[config.mk]
export PLATFORM = sky130hd
export DESIGN_NAME = fetch_unit_flat
export DESIGN_NICKNAME = d
export VERILOG_FILES = /design/src/rtl/fetch_unit_pkg.sv /design/src/rtl/fetch_unit_if.sv /design/src/rtl/fetch_hold_buf.sv /design/src/rtl/fetch_unit.sv /design/src/flat_wrapper.sv
export SDC_FILE = /design/constraint.sdc
export NUM_CORES = 1
export LEC_CHECK = 0
export BUFFER_PORTS_ARGS = -buffer_cell sky130_fd_sc_hd__buf_2
export CAP_MARGIN = 20
export CORE_AREA = 2 2 88 90
export CTS_BUF_LIST = sky130_fd_sc_hd__clkbuf_8 sky130_fd_sc_hd__clkbuf_16
export DETAILED_ROUTE_END_ITERATION = 10
export DIE_AREA = 0 0 90 92
export GPL_TIMING_DRIVEN = 0
export PLACE_DENSITY_LB_ADDON = 0.15
export SLEW_MARGIN = 20
export SYNTH_ARGS = -nofsm -noshare
export SYNTH_HDL_FRONTEND = slang
export SYNTH_HIERARCHICAL = 1
export SYNTH_SLANG_ARGS = --single-unit
export TNS_END_PERCENT = 100
[constraint.sdc]
create_clock -name clk -period 2.25 [get_ports clk]
set_input_delay 0.45 -clock clk [delete_from_list [all_inputs] [get_ports clk]]
set_output_delay 0.45 -clock clk [all_outputs]
set_load 0.02 [all_outputs]
[src/rtl/fetch_unit_pkg.sv]
`default_nettype none
// ============================================================================
// Module   : fetch_unit_pkg
// Brief    : Shared constants and fetch state encoding for the fetch stage.
// Revision : 1.0
// ============================================================================
package fetch_unit_pkg;

    localparam logic [15:0] NOP_INST = 16'h0800;
    localparam logic [4:0]  HALT_OPC = 5'b00000;
    localparam logic [15:0] PC_STEP  = 16'd2;

    typedef enum logic [2:0] {
        S_REQ    = 3'd0,
        S_WAIT   = 3'd1,
        S_HOLD   = 3'd2,
        S_FLUSH  = 3'd3,
        S_HALTED = 3'd4
    } fetch_state_t;

    function automatic logic is_halt(input logic [15:0] inst);
        return inst[15:11] == HALT_OPC;
    endfunction

endpackage
`default_nettype wire

[src/rtl/fetch_unit_if.sv]
`default_nettype none
// ============================================================================
// Module   : fetch_unit_if
// Brief    : Instruction-memory request/response bus between fetch and imem.
// Revision : 1.0
// ============================================================================
interface fetch_unit_if;

    logic        imem_rd;
    logic [15:0] imem_addr;
    logic        imem_busy;
    logic        imem_done;
    logic [15:0] imem_data;

    modport master (
        output imem_rd,
        output imem_addr,
        input  imem_busy,
        input  imem_done,
        input  imem_data
    );

    modport slave (
        input  imem_rd,
        input  imem_addr,
        output imem_busy,
        output imem_done,
        output imem_data
    );

endinterface
`default_nettype wire

[src/rtl/fetch_hold_buf.sv]
`default_nettype none
// ============================================================================
// Module   : fetch_hold_buf
// Brief    : 32-bit {inst, PC_inc} buffer with load enable and valid flag.
// Revision : 1.0
// ============================================================================
module fetch_hold_buf (
    input  wire logic        clk,
    input  wire logic        rst,
    input  wire logic        i_load,
    input  wire logic        i_clear,
    input  wire logic [31:0] i_data,
    output logic      [31:0] o_data,
    output logic             o_valid
);

    logic [31:0] r_data;
    logic        r_valid;

    // Load wins over clear so a capture in the same cycle is never lost.
    always_ff @(posedge clk or posedge rst) begin
        if (rst) begin
            r_data  <= 32'h0000_0000;
            r_valid <= 1'b0;
        end else if (i_load) begin
            r_data  <= i_data;
            r_valid <= 1'b1;
        end else if (i_clear) begin
            r_valid <= 1'b0;
        end
    end

    assign o_data  = r_data;
    assign o_valid = r_valid;

endmodule
`default_nettype wire

[src/rtl/fetch_unit.sv]
`default_nettype none
// ============================================================================
// Module   : fetch_unit
// Brief    : Fetch stage: owns the PC, the imem handshake and the IF/ID feed.
// Revision : 1.0
// ============================================================================
module fetch_unit
    import fetch_unit_pkg::*;
#(
    parameter logic [15:0] RESET_PC = 16'h0000,
    parameter logic [15:0] NOP_INST = fetch_unit_pkg::NOP_INST
) (
    input  wire logic        clk,
    input  wire logic        rst,
    input  wire logic        stall,
    input  wire logic        takeBranch,
    input  wire logic [15:0] branch_target,
    fetch_unit_if.master     imem,
    output logic      [15:0] inst_IF,
    output logic      [15:0] PC_inc_IF,
    output logic             inst_stall
);

    fetch_state_t r_state;
    fetch_state_t w_state_nxt;
    logic [15:0]  r_pc;
    logic [15:0]  w_pc_nxt;
    logic [15:0]  w_pc_inc;
    logic         w_accept;
    logic         w_deliver;
    logic         w_outstanding;
    logic         w_hold_load;
    logic         w_hold_clear;
    logic [31:0]  w_hold_data;
    logic         w_hold_valid;

    assign w_pc_inc       = r_pc + PC_STEP;
    assign imem.imem_rd   = (r_state == S_REQ) && !rst;
    assign imem.imem_addr = r_pc;

    assign w_accept      = imem.imem_rd && !imem.imem_busy;
    assign w_deliver     = imem.imem_done && (w_accept || (r_state == S_WAIT));
    // A request stays in flight until its response arrives, even if squashed.
    assign w_outstanding = (w_accept || (r_state == S_WAIT) || (r_state == S_FLUSH))
                           && !imem.imem_done;

    assign w_hold_load  = w_deliver && stall && !takeBranch;
    assign w_hold_clear = takeBranch || ((r_state == S_HOLD) && !stall);

    fetch_hold_buf u_hold_buf (
        .clk     (clk),
        .rst     (rst),
        .i_load  (w_hold_load),
        .i_clear (w_hold_clear),
        .i_data  ({imem.imem_data, w_pc_inc}),
        .o_data  (w_hold_data),
        .o_valid (w_hold_valid)
    );

    always_ff @(posedge clk or posedge rst) begin
        if (rst) begin
            r_state <= S_REQ;
            r_pc    <= RESET_PC;
        end else begin
            r_state <= w_state_nxt;
            r_pc    <= w_pc_nxt;
        end
    end

    always_comb begin
        w_state_nxt = r_state;
        w_pc_nxt    = r_pc;
        inst_IF     = NOP_INST;
        PC_inc_IF   = r_pc;
        inst_stall  = 1'b1;

        if (takeBranch) begin
            w_pc_nxt    = branch_target & 16'hFFFE;
            w_state_nxt = w_outstanding ? S_FLUSH : S_REQ;
        end else begin
            case (r_state)
                S_REQ, S_WAIT: begin
                    if (w_deliver) begin
                        inst_IF    = imem.imem_data;
                        PC_inc_IF  = w_pc_inc;
                        inst_stall = 1'b0;
                        if (stall) begin
                            w_state_nxt = S_HOLD;
                        end else begin
                            w_pc_nxt    = w_pc_inc;
                            w_state_nxt = is_halt(imem.imem_data) ? S_HALTED : S_REQ;
                        end
                    end else if (w_accept) begin
                        w_state_nxt = S_WAIT;
                    end
                end
                S_HOLD: begin
                    inst_IF    = w_hold_data[31:16];
                    PC_inc_IF  = w_hold_data[15:0];
                    inst_stall = !w_hold_valid;
                    if (!stall) begin
                        w_pc_nxt    = w_pc_inc;
                        w_state_nxt = S_REQ;
                    end
                end
                S_FLUSH: begin
                    if (imem.imem_done) begin
                        w_state_nxt = S_REQ;
                    end
                end
                S_HALTED: begin
                    w_state_nxt = S_HALTED;
                end
                default: begin
                    w_state_nxt = S_REQ;
                end
            endcase
        end
    end

endmodule
`default_nettype wire
[src/flat_wrapper.sv]
// flat-port wrapper written by rule: the top's interface ports become plain ports
module fetch_unit_flat import fetch_unit_pkg::*;
#(
    parameter logic [15:0] RESET_PC = 16'h0000,
    parameter logic [15:0] NOP_INST = fetch_unit_pkg::NOP_INST
)
  (clk, rst, stall, takeBranch, branch_target, inst_IF, PC_inc_IF, inst_stall, imem_imem_rd, imem_imem_addr, imem_imem_busy, imem_imem_done, imem_imem_data);
  fetch_unit_if imem_i ();
  input  wire logic clk;
  input  wire logic rst;
  input  wire logic stall;
  input  wire logic takeBranch;
  input  wire logic [15:0] branch_target;
  output logic      [15:0] inst_IF;
  output logic      [15:0] PC_inc_IF;
  output logic inst_stall;
  output wire logic [$bits(imem_i.imem_rd)-1:0] imem_imem_rd;
  output wire logic [$bits(imem_i.imem_addr)-1:0] imem_imem_addr;
  input wire logic [$bits(imem_i.imem_busy)-1:0] imem_imem_busy;
  input wire logic [$bits(imem_i.imem_done)-1:0] imem_imem_done;
  input wire logic [$bits(imem_i.imem_data)-1:0] imem_imem_data;
  assign imem_imem_rd = imem_i.imem_rd;
  assign imem_imem_addr = imem_i.imem_addr;
  assign imem_i.imem_busy = imem_imem_busy;
  assign imem_i.imem_done = imem_imem_done;
  assign imem_i.imem_data = imem_imem_data;
  fetch_unit #(.RESET_PC(RESET_PC), .NOP_INST(NOP_INST)) u_core (.clk(clk), .rst(rst), .stall(stall), .takeBranch(takeBranch), .branch_target(branch_target), .imem(imem_i), .inst_IF(inst_IF), .PC_inc_IF(PC_inc_IF), .inst_stall(inst_stall));
endmodule
==> metrics.md, run 1 <==
| Metric | Value |
|---|---|
| Run status | finished, violations left |
| Failing checks | setup timing |
| Post-synth top cells | 51 x dfrtp_1, 30 x nand2_1, 29 x mux2_4, 23 x o21ai_0, 21 x nor2_1 |
| Sw Share | 0.353 |
| Routability cong. | 0.829 |
| First-pass GRT wire length | 17,400 um |
| Number of synthesis warnings | 6 |
| Crit path required time | 1.80 ns |
| Worst skew pair latency | 0.32 ns |
| Vias post-DR | 3,410 |
| Layout Nets | 528 |
| Ports | 88 |
| Clock Power Share | 0.160 |
| Starting Density | 0.457 |
| Dominant cells by area after synthesis | dfrtp_1 37%, mux2_4 13%, a22o_1 3.9% |
| Pwr dens | 780 mW/mm^2 |
| Seq/Total Area, Yosys | 0.375 |
| Die X | 90 um |
| Number of global-route vias before repair | 3,378 |
| Worst Setup EP | PC_inc_IF[13] |
| Final count of hold timing violations | 0 |
| Most used DFF post-synth | dfrtp_1 |
| Final Skew | 0.00985 ns |
| Maximum clock frequency | 378 MHz |
| Syn-to-layout area delta | 46.0% |
| Internal Pwr Total | 0.00251 W |
| Max Cap Viol | 0 |
| Mapped cell area | 0.00341 mm^2 |
| Slew at the pin closest to its max-slew limit | 0.843 ns |
| Slew Limit Headroom | 0.437 |
| Share of layout cells above drive strength 1 | 0.529 |
| Setup crit start | u_core/imem.imem_addr[8] |
| Yosys reg bits | 51 |
| Routed len/inst | 18.6 um |
| Synth top area share | 0.375 |
| Num rows | 32 |
| RR Startpoint | u_core/r_state[2] |
| Worst hold path class | input pin to async pin |
| Die area | 0.00828 mm^2 |
| Htree depth | 2 |
| Worst Path Max Fanout | 3 |
| CTS root buffer | clkbuf_8 |
| Switching pwr | 0.00137 W |
| Distinct cells, synth | 57 |
| ANT cells | 0 |
| Core ar. | 0.00745 mm^2 |
| IO Port Bufs | 85 |
| Total GRT Usage | 0.263 |
| Vias/cell | 5.76 |
| Crit path DAT | 2.20 ns |
| Endpoints failing setup | 30 |
| Crit Path Category | flop to output port |
| Number of synthesized flops with an enable pin | 0 |
| VDD IR max | 379 uV |
| Max Slew Vio Count | 0 |
| Antenna Violating Nets Remaining | 0 |
| Mapped Cells | 347 |
| Critical Path End Type | output port |
| Reg2reg path depth | 7 |
| Setup tns final | -4.22 ns |
| FF-to-FF setup slack | 0.22 ns |
| DP HPWL | 6660 um |
| Clk sinks | 51 |
| Leak | 2.26 nW |
| Combinational share of power | 0.467 |
| FILL cells | 615 |
| CTS hold repair buffers | 0 |
| Worst r2r dst | u_core/u_hold_buf/o_data[24] |
| CTS tree | built |
| RSZ-0062 raised after global routing | yes |
| Post-route minimum period | 2.65 ns |
| WL final | 11,000 um |
| Yosys top cell by area | dfrtp_1 |
| Maximum number of pins on one net before global-route repair | 34 |
| Most numerous cell in the Yosys netlist | dfrtp_1 |
| Fin util | 0.668 |
| DR pass1 iterations | 5 |
| Gr ovfl total | 0 |
| Final worst slack | -0.395 ns |
| Syn Area/Cell | 9.81 um^2 |
| Drt initial violations | 236 |
| DRC viols | 0 |
| Filler-free cell count of the finished design | 592 |
| Worst setup SP type | flop |
| CTS Buffer Depth | 2 |
| Initial antenna violation count | 0 |
| Placed cells | 535 |
| Number of clock buffers inserted by TritonCTS | 5 |
| Seq pwr share | 0.373 |
| Async set-reset flop share out of synthesis | 1.00 |
| Clk slew on worst S/H paths | 0.10 ns |
| Fin crit share | 1.18 |
| Die Span Y | 92 um |
-- metal layers --
metal / vias up / share of wire / global-route usage
li1: 1555 / - / -
met1: 1650 / 0.42 / 0.333
met2: 176 / 0.49 / 0.455
met3: 29 / 0.064 / 0.0411
met4: 0 / 0.026 / 0.0974
met5: - / 0 / 0
-- how the worst min path moves through the flow --
stage,startpoint,end,slack [ns],cells after the start
detailed placement,u_core/u_hold_buf/o_valid,u_core/u_hold_buf/o_valid,0.49,1
global placement,u_core/u_hold_buf/o_valid,u_core/u_hold_buf/o_valid,0.46,1
CTS,branch_target[6],u_core/imem.imem_addr[6],0.33,3
global route,branch_target[15],u_core/imem.imem_addr[15],0.34,3
finish,rst,u_core/u_hold_buf/o_data[6],0.33,2
floorplan,rst,u_core/imem.imem_addr[10],0.39,1
-- metrics by stage --
| step | power [W] | setup slack, ns | hold WS (ns) | instance area (um^2) |
|---|---|---|---|---|
| after floorplan | 0.00244 | -0.0402 | 0.388 | 3450 |
| after global placement | 0.00277 | -0.401 | 0.464 | 4010 |
| after detailed placement | 0.00280 | -0.390 | 0.492 | 4010 |
| after CTS | 0.00379 | -0.378 | 0.334 | 4840 |
| after global routing | 0.00406 | -0.452 | 0.337 | 4970 |
| final | 0.00388 | -0.395 | 0.330 | 4970 |
-- what timing repair did --
| item | CTS | global route |
|---|---|---|
| setup endpoints to repair | 62 | 33 |
| gates resized for setup | 118 | 19 |
| buffers inserted | 42 | 7 |
| pin swaps | 26 | 15 |
| gates cloned | 3 | 1 |
-- sequential cells by signal (all words and copies together) (netlist names) --
signal,cells
u_core/r_state,3
u_core/u_hold_buf/o_data,32
u_core/imem.imem_addr,15
u_core/u_hold_buf/o_valid,1
-- area by class of cell --
type                       instances  area, um^2  share of cell area
buffer                            25         295              0.0594
clock buffer                       7        96.3              0.0194
clock inverter                     1        7.51             0.00151
inverter                          16        60.1              0.0121
multi-input combinational        254        2120               0.426
sequential                        51        1290               0.260
tap                              102         128              0.0257
timing repair buffer             136         976               0.196
-- power by group through the flow --
stage          clock (W)  combinational, W  sequential, W
2_1_floorplan          0           0.00101        0.00143
3_3_place_gp           0           0.00134        0.00144
3_5_place_dp           0           0.00135        0.00145
4_1_cts         0.000629           0.00173        0.00143
5_1_grt         0.000666           0.00191        0.00148
6_report        0.000622           0.00181        0.00145
-- cell usage in the layout, fill, tap and decap left out, drive strengths merged, types with 4 or more instances in the layout --
cell type,n
mux2,32
o31a,5
nor2b,4
nor2,21
xnor2,13
clkbuf,16
and3,5
nand2,30
nor3,6
dfrtp,51
buf,152
a22o,15
o21ai,23
nand3,22
or4,16
a21oi,12
a21o,5
a22oi,4
inv,16
-- cells by family after synthesis --
| kind of cell | share of synthesized area |
|---|---|
| multiplexers | 0.141 |
| buffers and inverters | 0.0753 |
| AO/OA/AOI/OAI | 0.173 |
| other | 0.00110 |
| adder cells (fa/ha/maj) | 0.00367 |
| AND/OR/NAND/NOR | 0.195 |
| XOR/XNOR | 0.0360 |
| flip-flops | 0.375 |
-- critical path, stage by stage (launching register included) --
cell and delay [ns]:
dfrtp_2 0.40, nand4_1 0.16, buf_4 0.18, or4_4 0.54, or3_1 0.32, o211ai_1 0.10
buf_4 0.17
(Power assumes the default switching activity.)
==> run 2: changes to the inputs <==
==> constraint.sdc (replaced) <==
create_clock -name clk -period 2.4 [get_ports clk]
set_input_delay 0.48 -clock clk [delete_from_list [all_inputs] [get_ports clk]]
set_output_delay 0.48 -clock clk [all_outputs]
set_load 0.02 [all_outputs]
==> metrics.md, run 2 (synthesis gave the netlist of run 1 again) <==
| Metric | Value |
|---|---|
| Critical Path End Type | output port |
| Worst setup SP type | flop |
| Commonest non-fill, non-tap cell in the layout | buf_4 |
| CTS tree | built |
| CTS root buffer | clkbuf_8 |
| Final Cell Area | 0.00506 mm^2 (+1.8%) |
| Total GRT Usage | 0.259 (-0.00393) |
| Sequential Area | 0.00129 mm^2 (-0.19%) |
| Worst r2r dst | u_core/imem.imem_addr[12] |
| Worst Path Max Fanout | 3 (unchanged) |
| First-pass GRT wire length | 17,000 um (-2.3%) |
| Setup crit start | u_core/imem.imem_addr[2] |
| RSZ-0062 raised after global routing | yes |
| Pwr dens | 735 mW/mm^2 (-5.7%) |
| CTS Buffer Depth | 2 (unchanged) |
| DP Worst Slack | -0.316 ns (+0.0742 ns) |
| Reg2reg path depth | 9 (+2) |
| Hold slack | 0.343 ns (+0.0134 ns) |
| VDD IR max | 348 uV (-8.0%) |
| Commonest cells after routing, fill and taps aside | 64 x buf_4, 57 x buf_2, 42 x dfrtp_1, 29 x buf_6, 29 x mux2_4 |
| Fin util | 0.679 (+0.0119) |
| Routability cong. | 0.870 (+4.9%) |
| Post-route minimum period | 2.59 ns |
| Share of layout cells above drive strength 1 | 0.526 (-0.00236) |
| Max Cap Viol | 0 (unchanged) |
| Fin crit share | 1.08 |
| Vias post-DR | 3,391 (-0.56%) |
| Antenna Violating Nets Remaining | 0 (unchanged) |
| DP HPWL | 6590 um (-1.1%) |
| Failing checks | setup timing |
| FILL cells | 607 (-1.3%) |
| Maximum clock frequency | 386 MHz |
| Clk slew on worst S/H paths | 0.10 ns (about the same) |
| CTS hold repair buffers | 0 (unchanged) |
| Slew at the pin closest to its max-slew limit | 0.824 ns (-0.0192 ns) |
| Worst skew pair latency | 0.31 ns (about the same) |
| Die X | 90 um (unchanged) |
| FF-to-FF setup slack | 0.08 ns (-0.14 ns) |
| Clk sinks | 51 (unchanged) |
| IO Port Bufs | 85 (unchanged) |
| WL final | 11,200 um (+2.0%) |
| Crit Path Category | flop to output port |
| Routed len/inst | 18.8 um (+0.94%) |
| Crit path required time | 1.92 ns (+0.12 ns) |
| Die area | 0.00828 mm^2 (unchanged) |
| Worst hold path class | input pin to async pin |
| RR Startpoint | u_core/r_state[0] |
| Setup tns final | -1.00 ns (+3.22 ns) |
| Drt initial violations | 216 (-8.5%) |
| Worst Setup EP | PC_inc_IF[13] |
| Number of clock buffers inserted by TritonCTS | 5 (unchanged) |
| Endpoints failing setup | 12 (-60%) |
| Leak | 2.30 nW (+2.0%) |
| Gr ovfl total | 0 (unchanged) |
| DR pass1 iterations | 5 (unchanged) |
| Layout Nets | 535 (+1.3%) |
| Initial antenna violation count | 0 (unchanged) |
| Slew Limit Headroom | 0.450 (+0.0128) |
| Max Slew Vio Count | 0 (unchanged) |
| Starting Density | 0.457 (unchanged) |
| Die Span Y | 92 um (unchanged) |
| Final count of hold timing violations | 0 (unchanged) |
| Maximum number of pins on one net before global-route repair | 34 (unchanged) |
| Run status | finished, violations left |
| Crit path DAT | 2.11 ns (-0.09 ns) |
| DP Area | 0.00397 mm^2 (-1.0%) |
| Number of global-route vias before repair | 3,270 (-3.2%) |
| Area of the multi-input gates | 0.00212 mm^2 (about the same) |
| Num rows | 32 (unchanged) |
| Final worst slack | -0.194 ns (+0.202 ns) |
| Htree depth | 2 (unchanged) |
| Syn-to-layout area delta | 48.6% |
| ANT cells | 0 (unchanged) |
| Ports | 88 (unchanged) |
| Core ar. | 0.00745 mm^2 (unchanged) |
| Vias/cell | 5.67 (-1.6%) |
| DRC viols | 0 (unchanged) |
| Final Skew | 0.00887 ns (-0.000976 ns) |
| Max reg flops | 32 (unchanged) |
-- run 2: changes by cell type in the layout (fill, tap and decap cells not counted), sizes merged --
cell    change
clkbuf      -4
buf         +9
bufinv      +1
-- run 2: how the worst min path moves through the flow --
| stage | end | slack, ns |
|---|---|---|
| 2_1_floorplan | u_core/imem.imem_addr[10] | 0.42 |
| 3_3_place_gp | u_core/u_hold_buf/o_valid | 0.49 |
| 3_5_place_dp | u_core/u_hold_buf/o_data[14] | 0.49 |
| 4_1_cts | u_core/u_hold_buf/o_data[24] | 0.38 |
| 5_1_grt | u_core/imem.imem_addr[14] | 0.38 |
| 6_report | u_core/u_hold_buf/o_data[7] | 0.34 |
-- run 2: cell type report --
class,count,share of cell area
multi-input combinational,254,0.419
sequential,51,0.254
inverter,16,0.0119
clock buffer,5,0.0136
tap,102,0.0252
buffer,25,0.0571
clock inverter,2,0.00742
timing repair buffer,143,0.211
-- run 2: timing repair --
action                                  4_1_cts  5_1_grt
pin swaps                                    21       26
endpoints found under the setup margin       32       32
buffers inserted                             41       16
hold endpoints to repair                      0        0
resized for setup                            92       59
cloned                                        1        1
-- run 2: worst max-delay path, stage by stage (launching register included) --
cell      delay (ns)
dfrtp_2         0.41
ha_4            0.16
nand3_4         0.09
or4_4           0.54
or3_1           0.32
o211ai_1        0.11
buf_4           0.18
-- run 2: through the flow --
step / total power (W) / cells
finish: 0.00372 / 598
global route: 0.00389 / 598
CTS: 0.00350 / 584
detailed placement: 0.00261 / 535
global placement: 0.00258 / 535
floorplan: 0.00227 / 348
-- run 2: layer usage --
metal  track usage  vias to the layer above  wire (um)
met2         0.425                      175       5470
met3        0.0468                       24        781
met1         0.348                     1631       4760
met5             0                        -          0
li1              -                     1561          -
met4        0.0846                        0        227
-- run 2: where the power goes --
| group | switching [W] | internal [W] | total (W) | leakage (nW) |
|---|---|---|---|---|
| combinational | 0.000785 | 0.000959 | 0.00174 | 1.64 |
| sequential | 0.000203 | 0.00116 | 0.00136 | 0.614 |
| clock | 0.000310 | 0.000306 | 0.000616 | 0.0502 |
| total | 0.00130 | 0.00242 | 0.00372 | 2.30 |
==> run 3: changes to the inputs <==
--- a/config.mk
+++ b/config.mk
@@ -7,10 +7,10 @@
 export LEC_CHECK = 0
 export BUFFER_PORTS_ARGS = -buffer_cell sky130_fd_sc_hd__buf_2
 export CAP_MARGIN = 20
-export CORE_AREA = 2 2 88 90
+export CORE_AREA = 2 2 82 84
 export CTS_BUF_LIST = sky130_fd_sc_hd__clkbuf_8 sky130_fd_sc_hd__clkbuf_16
 export DETAILED_ROUTE_END_ITERATION = 10
-export DIE_AREA = 0 0 90 92
+export DIE_AREA = 0 0 84 86
 export GPL_TIMING_DRIVEN = 0
 export PLACE_DENSITY_LB_ADDON = 0.15
 export SLEW_MARGIN = 20
==> constraint.sdc (replaced) <==
create_clock -name clk -period 3 [get_ports clk]
set_input_delay 0.6 -clock clk [delete_from_list [all_inputs] [get_ports clk]]
set_output_delay 0.6 -clock clk [all_outputs]
set_load 0.02 [all_outputs]
==> metrics.md, run 3 (synthesis gave the netlist of run 1 again) <==
| Metric | Value |
|---|---|
| Routed wl met3 | 630 um (-19%) |
| Number of clock buffers inserted by TritonCTS | 5 (unchanged) |
| First-pass GRT wire length | 14,900 um (-13%) |
| Critical Path End Type | output port |
| Die area | 0.00722 mm^2 (-13%) |
| Post-route minimum period | 2.91 ns |
| Initial antenna violation count | 0 (unchanged) |
| Pwr dens | 631 mW/mm^2 (-14%) |
| Drt initial violations | 238 (+10%) |
| Syn-to-layout area delta | 21.9% |
| VDD IR max | 372 uV (+6.8%) |
| Commonest non-fill, non-tap cell in the layout | buf_2 |
| Commonest cells after routing, fill and taps aside | 93 x buf_2, 50 x dfrtp_1, 30 x nand2_1, 29 x mux2_4, 23 x o21ai_0 |
| WL final | 9120 um (-19%) |
| Maximum clock frequency | 343 MHz |
| Worst setup SP type | flop |
| Ports | 88 (unchanged) |
| Worst Path Max Fanout | 6 (+3) |
| Worst hold path class | input pin to async pin |
| Combinational share of power | 0.399 (-0.070) |
| Setup tns final | 0 ns (+1.00 ns) |
| CTS tree | built |
| FILL cells | 537 (-12%) |
| Worst skew pair latency | 0.30 ns (about the same) |
| Clk slew on worst S/H paths | 0.10 ns (about the same) |
| Placed cells | 510 (-4.7%) |
| Htree depth | 2 (unchanged) |
| DRC viols | 0 (unchanged) |
| Max reg flops | 32 (unchanged) |
| DP HPWL | 6410 um (-2.7%) |
| ANT cells | 0 (unchanged) |
| Crit path DAT | 2.31 ns (+0.20 ns) |
| Switching pwr | 0.000889 W (-32%) |
| Vias/cell | 5.94 (+4.7%) |
| Hold slack | 0.451 ns (+0.108 ns) |
| CTS hold repair buffers | 0 (unchanged) |
| Layout Nets | 486 (-9.2%) |
| Maximum number of pins on one net before global-route repair | 34 (unchanged) |
| Num rows | 29 (-9.4%) |
| Number of global-route vias before repair | 2,962 (-9.4%) |
| Crit path required time | 2.40 ns (+0.48 ns) |
| Clk sinks | 51 (unchanged) |
| Leak | 1.98 nW (-14%) |
| Fin crit share | 0.971 |
| Max Used Layer | met4 |
| Total GRT Usage | 0.258 (-0.000933) |
| Endpoints failing setup | 0 (-12) |
| Die Span Y | 86 um (-6.5%) |
| Core ar. | 0.00628 mm^2 (-16%) |
| Slew Limit Headroom | 0.453 (+0.00262) |
| CTS Buffer Depth | 2 (unchanged) |
| Metal2 WL | 4380 um (-20%) |
| Slew at the pin closest to its max-slew limit | 0.820 ns (-0.00392 ns) |
| Filler-free cell count of the finished design | 525 (-12%) |
| Crit Path Category | flop to output port |
| Routed len/inst | 17.4 um (-7.6%) |
| Internal Pwr Total | 0.00173 W (-28%) |
| Max Slew Vio Count | 0 (unchanged) |
| Final count of hold timing violations | 0 (unchanged) |
| Gr ovfl total | 0 (unchanged) |
| DR pass1 iterations | 5 (unchanged) |
| M1 wire length | 4050 um (-15%) |
| Max Cap Viol | 0 (unchanged) |
| Starting Density | 0.543 (+0.0852) |
| RSZ-0062 raised after global routing | no |
| Clock Power Share | 0.190 (+0.024) |
| Vias post-DR | 3,118 (-8.1%) |
| IO Port Bufs | 85 (unchanged) |
| CTS root buffer | clkbuf_8 |
| Share of layout cells above drive strength 1 | 0.391 (-0.136) |
| Final Skew | 0.00677 ns (-0.00210 ns) |
| Routability cong. | 0.928 (+6.7%) |
| Sw Share | 0.339 (-0.00989) |
| Antenna Violating Nets Remaining | 0 (unchanged) |
| Seq pwr share | 0.410 (+0.044) |
| Run status | completed |
| Die X | 84 um (-6.7%) |
[run 3: changes by cell type in the layout (fill, tap and decap cells not counted), moves of 6 or more]
| cell | before | now |
|---|---|---|
| buf_4 | 64 | 12 |
| a21oi_1 | 5 | 12 |
| buf_6 | 29 | 3 |
| o21ai_1 | 6 | 0 |
| a21oi_2 | 6 | 0 |
| dfrtp_1 | 42 | 50 |
| dfrtp_2 | 9 | 1 |
| o21ai_0 | 16 | 23 |
| buf_2 | 57 | 93 |
[run 3: power groups by stage]
| stage | registers (W) | logic [W] | clock network, W |
|---|---|---|---|
| global route | 0.00111 | 0.00113 | 0.000543 |
| global placement | 0.00107 | 0.000979 | 0 |
| finish | 0.00108 | 0.00105 | 0.000499 |
| CTS | 0.00107 | 0.00102 | 0.000518 |
| detailed placement | 0.00108 | 0.000999 | 0 |
| floorplan | 0.00107 | 0.000747 | 0 |
[run 3: timing repair]
item | 4_1_cts | 5_1_grt
resized for setup | 6 | 12
buffers inserted | 1 | 6
endpoints found under the setup margin | 19 | 22
[run 3: critical path, cell delays in order (launching register included)]
cell	delay, ns
dfrtp_1	0.41
ha_4	0.19
nand3_2	0.17
or4_4	0.60
o31a_2	0.30
o21ai_0	0.13
buf_2	0.23
[run 3: through the flow]
stage | cell area (um^2) | setup WS [ns] | util | power [W]
floorplan | 3410 | 0.373 | - | 0.00182
global placement | 3930 | 0.0816 | 0.626 | 0.00205
global route | 4150 | 0.00613 | 0.662 | 0.00278
detailed placement | 3930 | 0.0302 | 0.626 | 0.00208
CTS | 4070 | 0.0139 | 0.649 | 0.00261
finish | 4150 | 0.0870 | 0.662 | 0.00262
[run 3: path summary, 6_finish.rpt]
kind	from	end	slack (ns)	cells past startpoint
setup / recovery	u_core/imem.imem_addr[1]	PC_inc_IF[15]	0.09	6
hold / removal	rst	u_core/u_hold_buf/o_data[7]	0.45	2
min in group clk	branch_target[10]	u_core/imem.imem_addr[10]	0.50	3
hold reg to reg	u_core/u_hold_buf/o_data[31]	u_core/u_hold_buf/o_data[31]	0.52	1
setup reg to reg	u_core/r_state[0]	u_core/u_hold_buf/o_data[4]	0.84	7
max in group asynchronous	rst	u_core/imem.imem_addr[2]	1.94	2
[run 3: layout make-up]
cell class	count	area [um^2]	share of cell area
Inverter	16	60.1	0.0145
Multi-Input combinational cell	254	1920	0.462
Sequential cell	51	1280	0.308
Timing Repair Buffer	92	478	0.115
Tap cell	77	96.3	0.0232
Buffer	27	205	0.0494
Clock inverter	2	35.0	0.00844
Clock buffer	6	82.6	0.0199
[run 3: per-layer routing]
layer | vias to the layer above | track usage
li1 | 1460 | -
met1 | 1506 | 0.363
met2 | 146 | 0.434
met3 | 6 | 0.0289
met4 | 0 | 0.0557
met5 | - | 0
